**src/rtl/apb4_slave_regbank_if.sv**
```systemverilog
// APB4 completer bus bundle for the SNN configuration register bank.
// Carries the requester-driven request signals and the completer response.
interface apb4_slave_regbank_if #(
    parameter int unsigned ADDR_W = 32,
    parameter int unsigned DATA_W = 32
);
    logic                  psel;
    logic                  penable;
    logic                  pwrite;
    logic [ADDR_W-1:0]     paddr;
    logic [DATA_W-1:0]     pwdata;
    logic [DATA_W/8-1:0]   pstrb;
    logic [DATA_W-1:0]     prdata;
    logic                  pready;
    logic                  pslverr;

    modport master (
        output psel, penable, pwrite, paddr, pwdata, pstrb,
        input  prdata, pready, pslverr
    );

    modport slave (
        input  psel, penable, pwrite, paddr, pwdata, pstrb,
        output prdata, pready, pslverr
    );
endinterface

```
**src/rtl/apb4_slave_regbank.sv**
```systemverilog
// APB4 completer holding the control/status register bank of the SNN core.
// SETUP captures the request and its decode; WAIT burns WAIT_STATES enabled
// ACCESS cycles; DONE drives a registered pready for one cycle and commits
// legal writes on the edge that ends it.
// Optional feature: define APB_SLVERR_EN to flag illegal accesses
// (misaligned, out-of-range, write to read-only) with pslverr in DONE.
module apb4_slave_regbank #(
    parameter int unsigned         ADDR_W      = 32,
    parameter int unsigned         DATA_W      = 32,
    parameter int unsigned         NUM_REGS    = 16,
    parameter int unsigned         WAIT_STATES = 0,
    parameter logic [NUM_REGS-1:0] RO_MASK     = '0,
    parameter logic [DATA_W-1:0]   RESET_VAL   = '0
) (
    input  logic                         clk,
    input  logic                         rst,
    apb4_slave_regbank_if.slave          apb,
    output logic [NUM_REGS*DATA_W-1:0]   reg_q,
    output logic [NUM_REGS-1:0]          reg_wr_pulse,
    input  logic [NUM_REGS*DATA_W-1:0]   hw_status
);
    localparam int unsigned       STRB_W   = DATA_W / 8;
    localparam int unsigned       LSB      = $clog2(STRB_W);
    localparam int unsigned       IDX_W    = (NUM_REGS > 1) ? $clog2(NUM_REGS) : 1;
    localparam logic [ADDR_W-1:0] LSB_MASK = ADDR_W'((64'd1 << LSB) - 64'd1);

    typedef enum logic [1:0] {IDLE, WAIT, DONE} state_t;

    state_t             state;
    logic [3:0]         cnt;
    logic [IDX_W-1:0]   cap_idx;
    logic               cap_write;
    logic               cap_err;
    logic [DATA_W-1:0]  cap_wdata;
    logic [STRB_W-1:0]  cap_strb;
    logic [DATA_W-1:0]  regs [NUM_REGS];

    logic [ADDR_W-1:0]  word_l;
    logic [IDX_W-1:0]   idx_l;
    logic               err_l;
    logic [DATA_W-1:0]  rd_live;
    logic [DATA_W-1:0]  rd_cap;

    // Decode of the address currently on the bus (used at SETUP).
    always_comb begin
        word_l = apb.paddr >> LSB;
        idx_l  = word_l[IDX_W-1:0];
        err_l  = 1'b0;
        if ((apb.paddr & LSB_MASK) != '0) begin
            err_l = 1'b1;
        end
        if (word_l >= ADDR_W'(NUM_REGS)) begin
            err_l = 1'b1;
        end else if (apb.pwrite && RO_MASK[idx_l]) begin
            err_l = 1'b1;
        end
    end

    // Read data for DONE: live decode when SETUP jumps straight to DONE,
    // captured decode when leaving WAIT. Writes and illegal accesses read 0.
    always_comb begin
        rd_live = '0;
        rd_cap  = '0;
        if (!err_l && !apb.pwrite) begin
            rd_live = RO_MASK[idx_l] ? hw_status[idx_l*DATA_W +: DATA_W] : regs[idx_l];
        end
        if (!cap_err && !cap_write) begin
            rd_cap = RO_MASK[cap_idx] ? hw_status[cap_idx*DATA_W +: DATA_W] : regs[cap_idx];
        end
    end

    // Transfer FSM with registered pready/prdata/pslverr.
    always_ff @(posedge clk or posedge rst) begin
        if (rst) begin
            state       <= IDLE;
            cnt         <= '0;
            cap_idx     <= '0;
            cap_write   <= 1'b0;
            cap_err     <= 1'b0;
            cap_wdata   <= '0;
            cap_strb    <= '0;
            apb.pready  <= 1'b0;
            apb.prdata  <= '0;
`ifdef APB_SLVERR_EN
            apb.pslverr <= 1'b0;
`endif
        end else begin
            case (state)
                IDLE: begin
                    if (apb.psel && !apb.penable) begin
                        cap_idx   <= idx_l;
                        cap_write <= apb.pwrite;
                        cap_err   <= err_l;
                        cap_wdata <= apb.pwdata;
                        cap_strb  <= apb.pstrb;
                        if (WAIT_STATES == 0) begin
                            state       <= DONE;
                            apb.pready  <= 1'b1;
                            apb.prdata  <= rd_live;
`ifdef APB_SLVERR_EN
                            apb.pslverr <= err_l;
`endif
                        end else begin
                            state <= WAIT;
                            cnt   <= 4'(WAIT_STATES);
                        end
                    end
                end
                WAIT: begin
                    if (!apb.psel) begin
                        state <= IDLE;
                        cnt   <= '0;
                    end else if (apb.penable) begin
                        if (cnt == 4'd1) begin
                            state       <= DONE;
                            cnt         <= '0;
                            apb.pready  <= 1'b1;
                            apb.prdata  <= rd_cap;
`ifdef APB_SLVERR_EN
                            apb.pslverr <= cap_err;
`endif
                        end else begin
                            cnt <= cnt - 4'd1;
                        end
                    end
                end
                DONE: begin
                    state       <= IDLE;
                    apb.pready  <= 1'b0;
                    apb.prdata  <= '0;
`ifdef APB_SLVERR_EN
                    apb.pslverr <= 1'b0;
`endif
                end
                default: state <= IDLE;
            endcase
        end
    end

`ifndef APB_SLVERR_EN
    assign apb.pslverr = 1'b0;
`endif

    // Register storage: byte-strobed commit at the end of DONE, one-cycle pulse.
    always_ff @(posedge clk or posedge rst) begin
        if (rst) begin
            for (int unsigned i = 0; i < NUM_REGS; i++) begin
                regs[i] <= RESET_VAL;
            end
            reg_wr_pulse <= '0;
        end else begin
            reg_wr_pulse <= '0;
            if (state == DONE && cap_write && !cap_err) begin
                for (int unsigned b = 0; b < STRB_W; b++) begin
                    if (cap_strb[b]) begin
                        regs[cap_idx][b*8 +: 8] <= cap_wdata[b*8 +: 8];
                    end
                end
                reg_wr_pulse[cap_idx] <= 1'b1;
            end
        end
    end

    // Flatten the bank for the SNN core.
    always_comb begin
        for (int unsigned i = 0; i < NUM_REGS; i++) begin
            reg_q[i*DATA_W +: DATA_W] = regs[i];
        end
    end
endmodule

```
**src/flat_wrapper.sv**
```systemverilog
// flat-port wrapper written by rule: the top's interface ports become plain ports
module apb4_slave_regbank_flat 
#(
    parameter int unsigned         ADDR_W      = 32,
    parameter int unsigned         DATA_W      = 32,
    parameter int unsigned         NUM_REGS    = 16,
    parameter int unsigned         WAIT_STATES = 0,
    parameter logic [NUM_REGS-1:0] RO_MASK     = '0,
    parameter logic [DATA_W-1:0]   RESET_VAL   = '0
)
  (clk, rst, reg_q, reg_wr_pulse, hw_status, apb_psel, apb_penable, apb_pwrite, apb_paddr, apb_pwdata, apb_pstrb, apb_prdata, apb_pready, apb_pslverr);
  apb4_slave_regbank_if #(.ADDR_W(ADDR_W), .DATA_W(DATA_W)) apb_i ();
  input  logic clk;
  input  logic rst;
  output logic [NUM_REGS*DATA_W-1:0] reg_q;
  output logic [NUM_REGS-1:0] reg_wr_pulse;
  input  logic [NUM_REGS*DATA_W-1:0] hw_status;
  input wire logic [$bits(apb_i.psel)-1:0] apb_psel;
  input wire logic [$bits(apb_i.penable)-1:0] apb_penable;
  input wire logic [$bits(apb_i.pwrite)-1:0] apb_pwrite;
  input wire logic [$bits(apb_i.paddr)-1:0] apb_paddr;
  input wire logic [$bits(apb_i.pwdata)-1:0] apb_pwdata;
  input wire logic [$bits(apb_i.pstrb)-1:0] apb_pstrb;
  output wire logic [$bits(apb_i.prdata)-1:0] apb_prdata;
  output wire logic [$bits(apb_i.pready)-1:0] apb_pready;
  output wire logic [$bits(apb_i.pslverr)-1:0] apb_pslverr;
  assign apb_i.psel = apb_psel;
  assign apb_i.penable = apb_penable;
  assign apb_i.pwrite = apb_pwrite;
  assign apb_i.paddr = apb_paddr;
  assign apb_i.pwdata = apb_pwdata;
  assign apb_i.pstrb = apb_pstrb;
  assign apb_prdata = apb_i.prdata;
  assign apb_pready = apb_i.pready;
  assign apb_pslverr = apb_i.pslverr;
  apb4_slave_regbank #(.ADDR_W(ADDR_W), .DATA_W(DATA_W), .NUM_REGS(NUM_REGS), .WAIT_STATES(WAIT_STATES), .RO_MASK(RO_MASK), .RESET_VAL(RESET_VAL)) u_core (.clk(clk), .rst(rst), .apb(apb_i), .reg_q(reg_q), .reg_wr_pulse(reg_wr_pulse), .hw_status(hw_status));
endmodule
```
**config.mk**
```make
export PLATFORM = sky130hd
export DESIGN_NAME = apb4_slave_regbank_flat
export DESIGN_NICKNAME = d
export VERILOG_FILES = /design/src/rtl/apb4_slave_regbank_if.sv /design/src/rtl/apb4_slave_regbank.sv /design/src/flat_wrapper.sv
export SDC_FILE = /design/constraint.sdc
export NUM_CORES = 1
export LEC_CHECK = 0
export CORE_AREA = 2 2 450 452
export CTS_CLUSTER_SIZE = 28
export DETAILED_ROUTE_END_ITERATION = 8
export DIE_AREA = 0 0 452 454
export DONT_BUFFER_PORTS = 1
export GPL_TIMING_DRIVEN = 0
export SLEW_MARGIN = 20
export SYNTH_ARGS = -nofsm -noshare
export SYNTH_HDL_FRONTEND = slang
export SYNTH_SLANG_ARGS = --single-unit
```
**constraint.sdc**
```tcl
create_clock -name clk -period 21.2 [get_ports clk]
set_clock_uncertainty 0.15 [all_clocks]
set_input_delay 4.24 -clock clk [delete_from_list [all_inputs] [get_ports clk]]
set_output_delay 4.24 -clock clk [all_outputs]
set_load 0.02 [all_outputs]
```
==> impl_metrics.csv <==
group,metric,value,unit
worst_setup_path,worst-endpoint-arrival,7.55,ns
routing,drtIter0Drc,1657,
clock_network,cts.clk_slew.worst_paths,0.06,ns
timing,finalCritPeriodShare,0.339,
clock_network,clkSinkCount,603,
synth,synth.yosys.warnings,0,
floorplanning,rows,165,
synth,synth.yosys.seq_area_share,0.550,
synth,synth.cell_area,27500,sq um
synth,synthDistinctLibCells,36,
global_routing,grt_remaining_overflow,0,
synth,post_synthesis_share_of_cell_area_spent_on_xor_and_xnor_gates,0,
power_and_ir_drop,worst_ir_drop_vdd,0.0569,mV
timing,fin_crit,7.20,ns
synth,yosysTopAreaCell,"sky130_fd_sc_hd__dfrtp_1",
routing,drt-total-wl,159000,um
min_path,worstHoldEndpoint,"u_core.cap_write",
timing,hold_violations,0,
routing,antenna_left,0,
floorplanning,initial_utilization,0.137,
clock_network,clock-root-buffer,"sky130_fd_sc_hd__clkbuf_16",
clock_network,cts_buffer_depth,3,
synth,post_synth_and_or_nand_nor_area_fraction,0.0403,
worst_setup_path,rrSetupSlack,17.71,ns
worst_setup_path,startpoint_type,"primary input",
finish,layout-drive-gt1-share,0.437,
clock_network,clk-insertion-delay-late,0.69,ns
floorplanning,die_w,452,um
timing,rsz0062_at_grt,"no",
clock_network,hold_buffer_count_at_cts,0,
clock_network,cts-htree-levels,3,
min_path,worst_hold_path_type,"flip-flop to flip-flop",
synth,synthesis.nets,2485,
timing,report.final.setup_viol,0,
floorplanning,die_h,454,um
routing,detail_route.vias_per_cell,3.90,
worst_setup_path,required_time_at_the_endpoint_of_the_critical_path,21.56,ns
placement,weighted_congestion_at_the_end_of_routability_driven_global_placement,0.840,
placement,post-dp-hpwl,128000,um
routing,detailedRoute.firstPassIterationCount,5,
global_routing,grt_usage,0.150,
timing,timing.setup.tns,0,ns
worst_setup_path,worstSetupEndpointType,"flip-flop",
routing,wire_per_inst,33.5,um
placement,io_buffer_count,0,
clock_network,cts.repair.resized,0,
synth,synth_fa_ha_area_frac,0,
clock_network,cts_buffers,71,
finish,finish.net_count,2581,
timing,max-slew-margin-rel,0.243,
floorplanning,floorplan.die_area,205000,sq um
routing,detail_route.drc_violations,0,
worst_setup_path,reg2reg_from,"u_core.cap_idx[2]",
synth,post_synth_main_area_contributors,"sky130_fd_sc_hd__dfrtp_1 55%, sky130_fd_sc_hd__mux2_2 23%, sky130_fd_sc_hd__mux2i_1 5.8%, sky130_fd_sc_hd__mux4_2 5.3%, sky130_fd_sc_hd__a221oi_2 1.6%",
timing,max_freq,139,MHz
synth,synth.top_cell.area_share,0.550,
worst_setup_path,crit-reg2reg-capture,"u_core.reg_q[134]",
clock_network,cts_setup_buffers,0,
finish,nFillCells,21900,
floorplanning,core_region_area,201000,sq um
worst_setup_path,critical_path_class,"primary input to flip-flop",
power_and_ir_drop,power.density_cell_area,82.8,nW/um^2
worst_setup_path,critPathMaxFanout,10,
synth,post_synth_mux_area_share,0.338,
global_routing,grt_first_pass_wirelength,201000,um
finish,fin_util,0.168,
min_path,hp-start,"u_core.cap_write",
synth,average_footprint_of_a_synthesized_cell,14.4,sq um
floorplanning,pin_count,1147,
timing,final_max_slew_viol_count,0,
power_and_ir_drop,leakagePower,14.8,nW
global_routing,grt_antenna_before_repair,31,
job,max_cap_violations,0,
min_path,hold_path_depth,1,
synth,synth_top_family_by_area,"multiplexers",
global_routing,first_global_vias,18700,
run_status,outcome,"complete, no violations",
routing,route.vias.total,18500,
global_routing,grt_max_degree,35,
clock_network,cts_tree,"built",
timing,worstMarginPinSlew,1.14,ns
synth,ys_ff_latch,603,
finish,area_growth_syn_to_layout,23.3,%
worst_setup_path,timing.reg2reg.worst_path_depth,6,
synth,synth-compound-area-share,0.0464,
synth,post_synth_inst_count,1900,
## power breakdown
group          switching [mW]  internal, mW  leakage, nW  total [mW]
registers              0.0543          1.17         8.33        1.22
clock network           0.555         0.796         1.24        1.35
logic                   0.172        0.0554         5.21       0.228
## kinds of logic (layout without fill, tap and decap cells)
family,Yosys count,after routing
other,1,14
AO/OA/AOI/OAI,161,161
multiplexers,777,777
flip-flops,603,603
buffers and inverters,165,313
AND/OR/NAND/NOR,193,193
## per-layer routing
metal  track usage  part of all wire  wire [um]  vias up
li1              -                 -          -     7299
met4        0.0616             0.048       7540        0
met2         0.239              0.46      73200      983
met5             0                 0          0        -
met1         0.173              0.38      60000     9930
met3        0.0692              0.11      18000      241
## cells in the mapped netlist, drive strengths merged
master	instances
mux4	64
a21oi	33
buf	47
mux2i	160
dfrtp	603
nor2b	3
nor3b	1
and4bb	1
nand3	28
or2	5
o32ai	32
nor4	6
mux2	553
a221oi	32
and2	4
or4	2
and3	1
clkbuf	85
nand2b	6
conb	1
o21ai	32
or4b	1
nand4	5
nand2	49
o22ai	32
inv	33
nor4bb	1
nor3	36
nor2	44
## metrics by stage
step	setup WS [ns]	instances	hold slack, ns	power (mW)	area (sq um)
final	14.00	4733	0.394	2.80	33800
after floorplan	8.58	1900	0.346	1.33	27500
after CTS	13.93	4720	0.394	2.84	33800
after global routing	13.84	4721	0.429	2.89	33800
after detailed placement	13.17	4595	0.380	1.48	31300
after global placement	4.80	4572	0.377	1.47	30800
## worst max-delay path: stages
cell and delay, ns:
sky130_fd_sc_hd__clkbuf_1 0.58, sky130_fd_sc_hd__or2_2 0.22, sky130_fd_sc_hd__clkbuf_1 0.68, sky130_fd_sc_hd__clkbuf_1 0.78, sky130_fd_sc_hd__o22ai_1 0.43, sky130_fd_sc_hd__nor3_1 0.48, sky130_fd_sc_hd__a221oi_1 0.10
## cell type report
| cell class | count | area (sq um) | share of cell area |
|---|---|---|---|
| diodes | 13 | 32.5 | 0.000961 |
| plain buffers | 132 | 596 | 0.0176 |
| clock buffers | 97 | 2100 | 0.0620 |
| clock inverters | 28 | 422 | 0.0125 |
| inverters | 33 | 128 | 0.00377 |
| multi-input cells | 1132 | 11700 | 0.344 |
| flip-flops and latches | 603 | 15100 | 0.446 |
| well taps | 2672 | 3340 | 0.0988 |
| repair buffers | 23 | 475 | 0.0141 |
## worst max path at each step
stage / start / endpoint / slack (ns)
2_1_floorplan: rst / u_core.apb.prdata[0] / 8.58
3_3_place_gp: rst / u_core.reg_q[65] / 4.80
3_5_place_dp: apb_paddr[4] / u_core.apb.prdata[29] / 13.17
4_1_cts: apb_paddr[4] / u_core.apb.prdata[29] / 13.93
5_1_grt: apb_paddr[4] / u_core.apb.prdata[29] / 13.84
6_report: apb_paddr[4] / u_core.apb.prdata[29] / 14.00
## sequential cells by signal, indices dropped and copies added (netlist names)
name / count
u_core.cap_err: 1
u_core.cap_wdata: 32
u_core.reg_q: 512
u_core.cap_idx: 4
u_core.state: 1
u_core.apb.prdata: 32
u_core.cap_write: 1
u_core.cap_strb: 4
u_core.reg_wr_pulse: 16
## cells in the final DEF (no fill, tap or decap), types with 21 or more instances in the layout
master,count
sky130_fd_sc_hd__a221oi_2,30
sky130_fd_sc_hd__o32ai_1,32
sky130_fd_sc_hd__o22ai_1,32
sky130_fd_sc_hd__mux2_2,553
sky130_fd_sc_hd__clkbuf_1,82
sky130_fd_sc_hd__o21ai_0,32
sky130_fd_sc_hd__inv_1,32
sky130_fd_sc_hd__mux2i_1,160
sky130_fd_sc_hd__a21oi_1,33
sky130_fd_sc_hd__clkbuf_16,73
sky130_fd_sc_hd__nor3_1,36
sky130_fd_sc_hd__mux4_2,64
sky130_fd_sc_hd__buf_12,21
sky130_fd_sc_hd__nor2_2,21
sky130_fd_sc_hd__nand2_1,49
sky130_fd_sc_hd__dfrtp_1,603
sky130_fd_sc_hd__buf_2,38
No activity file was read; power rests on OpenSTA's default activity.
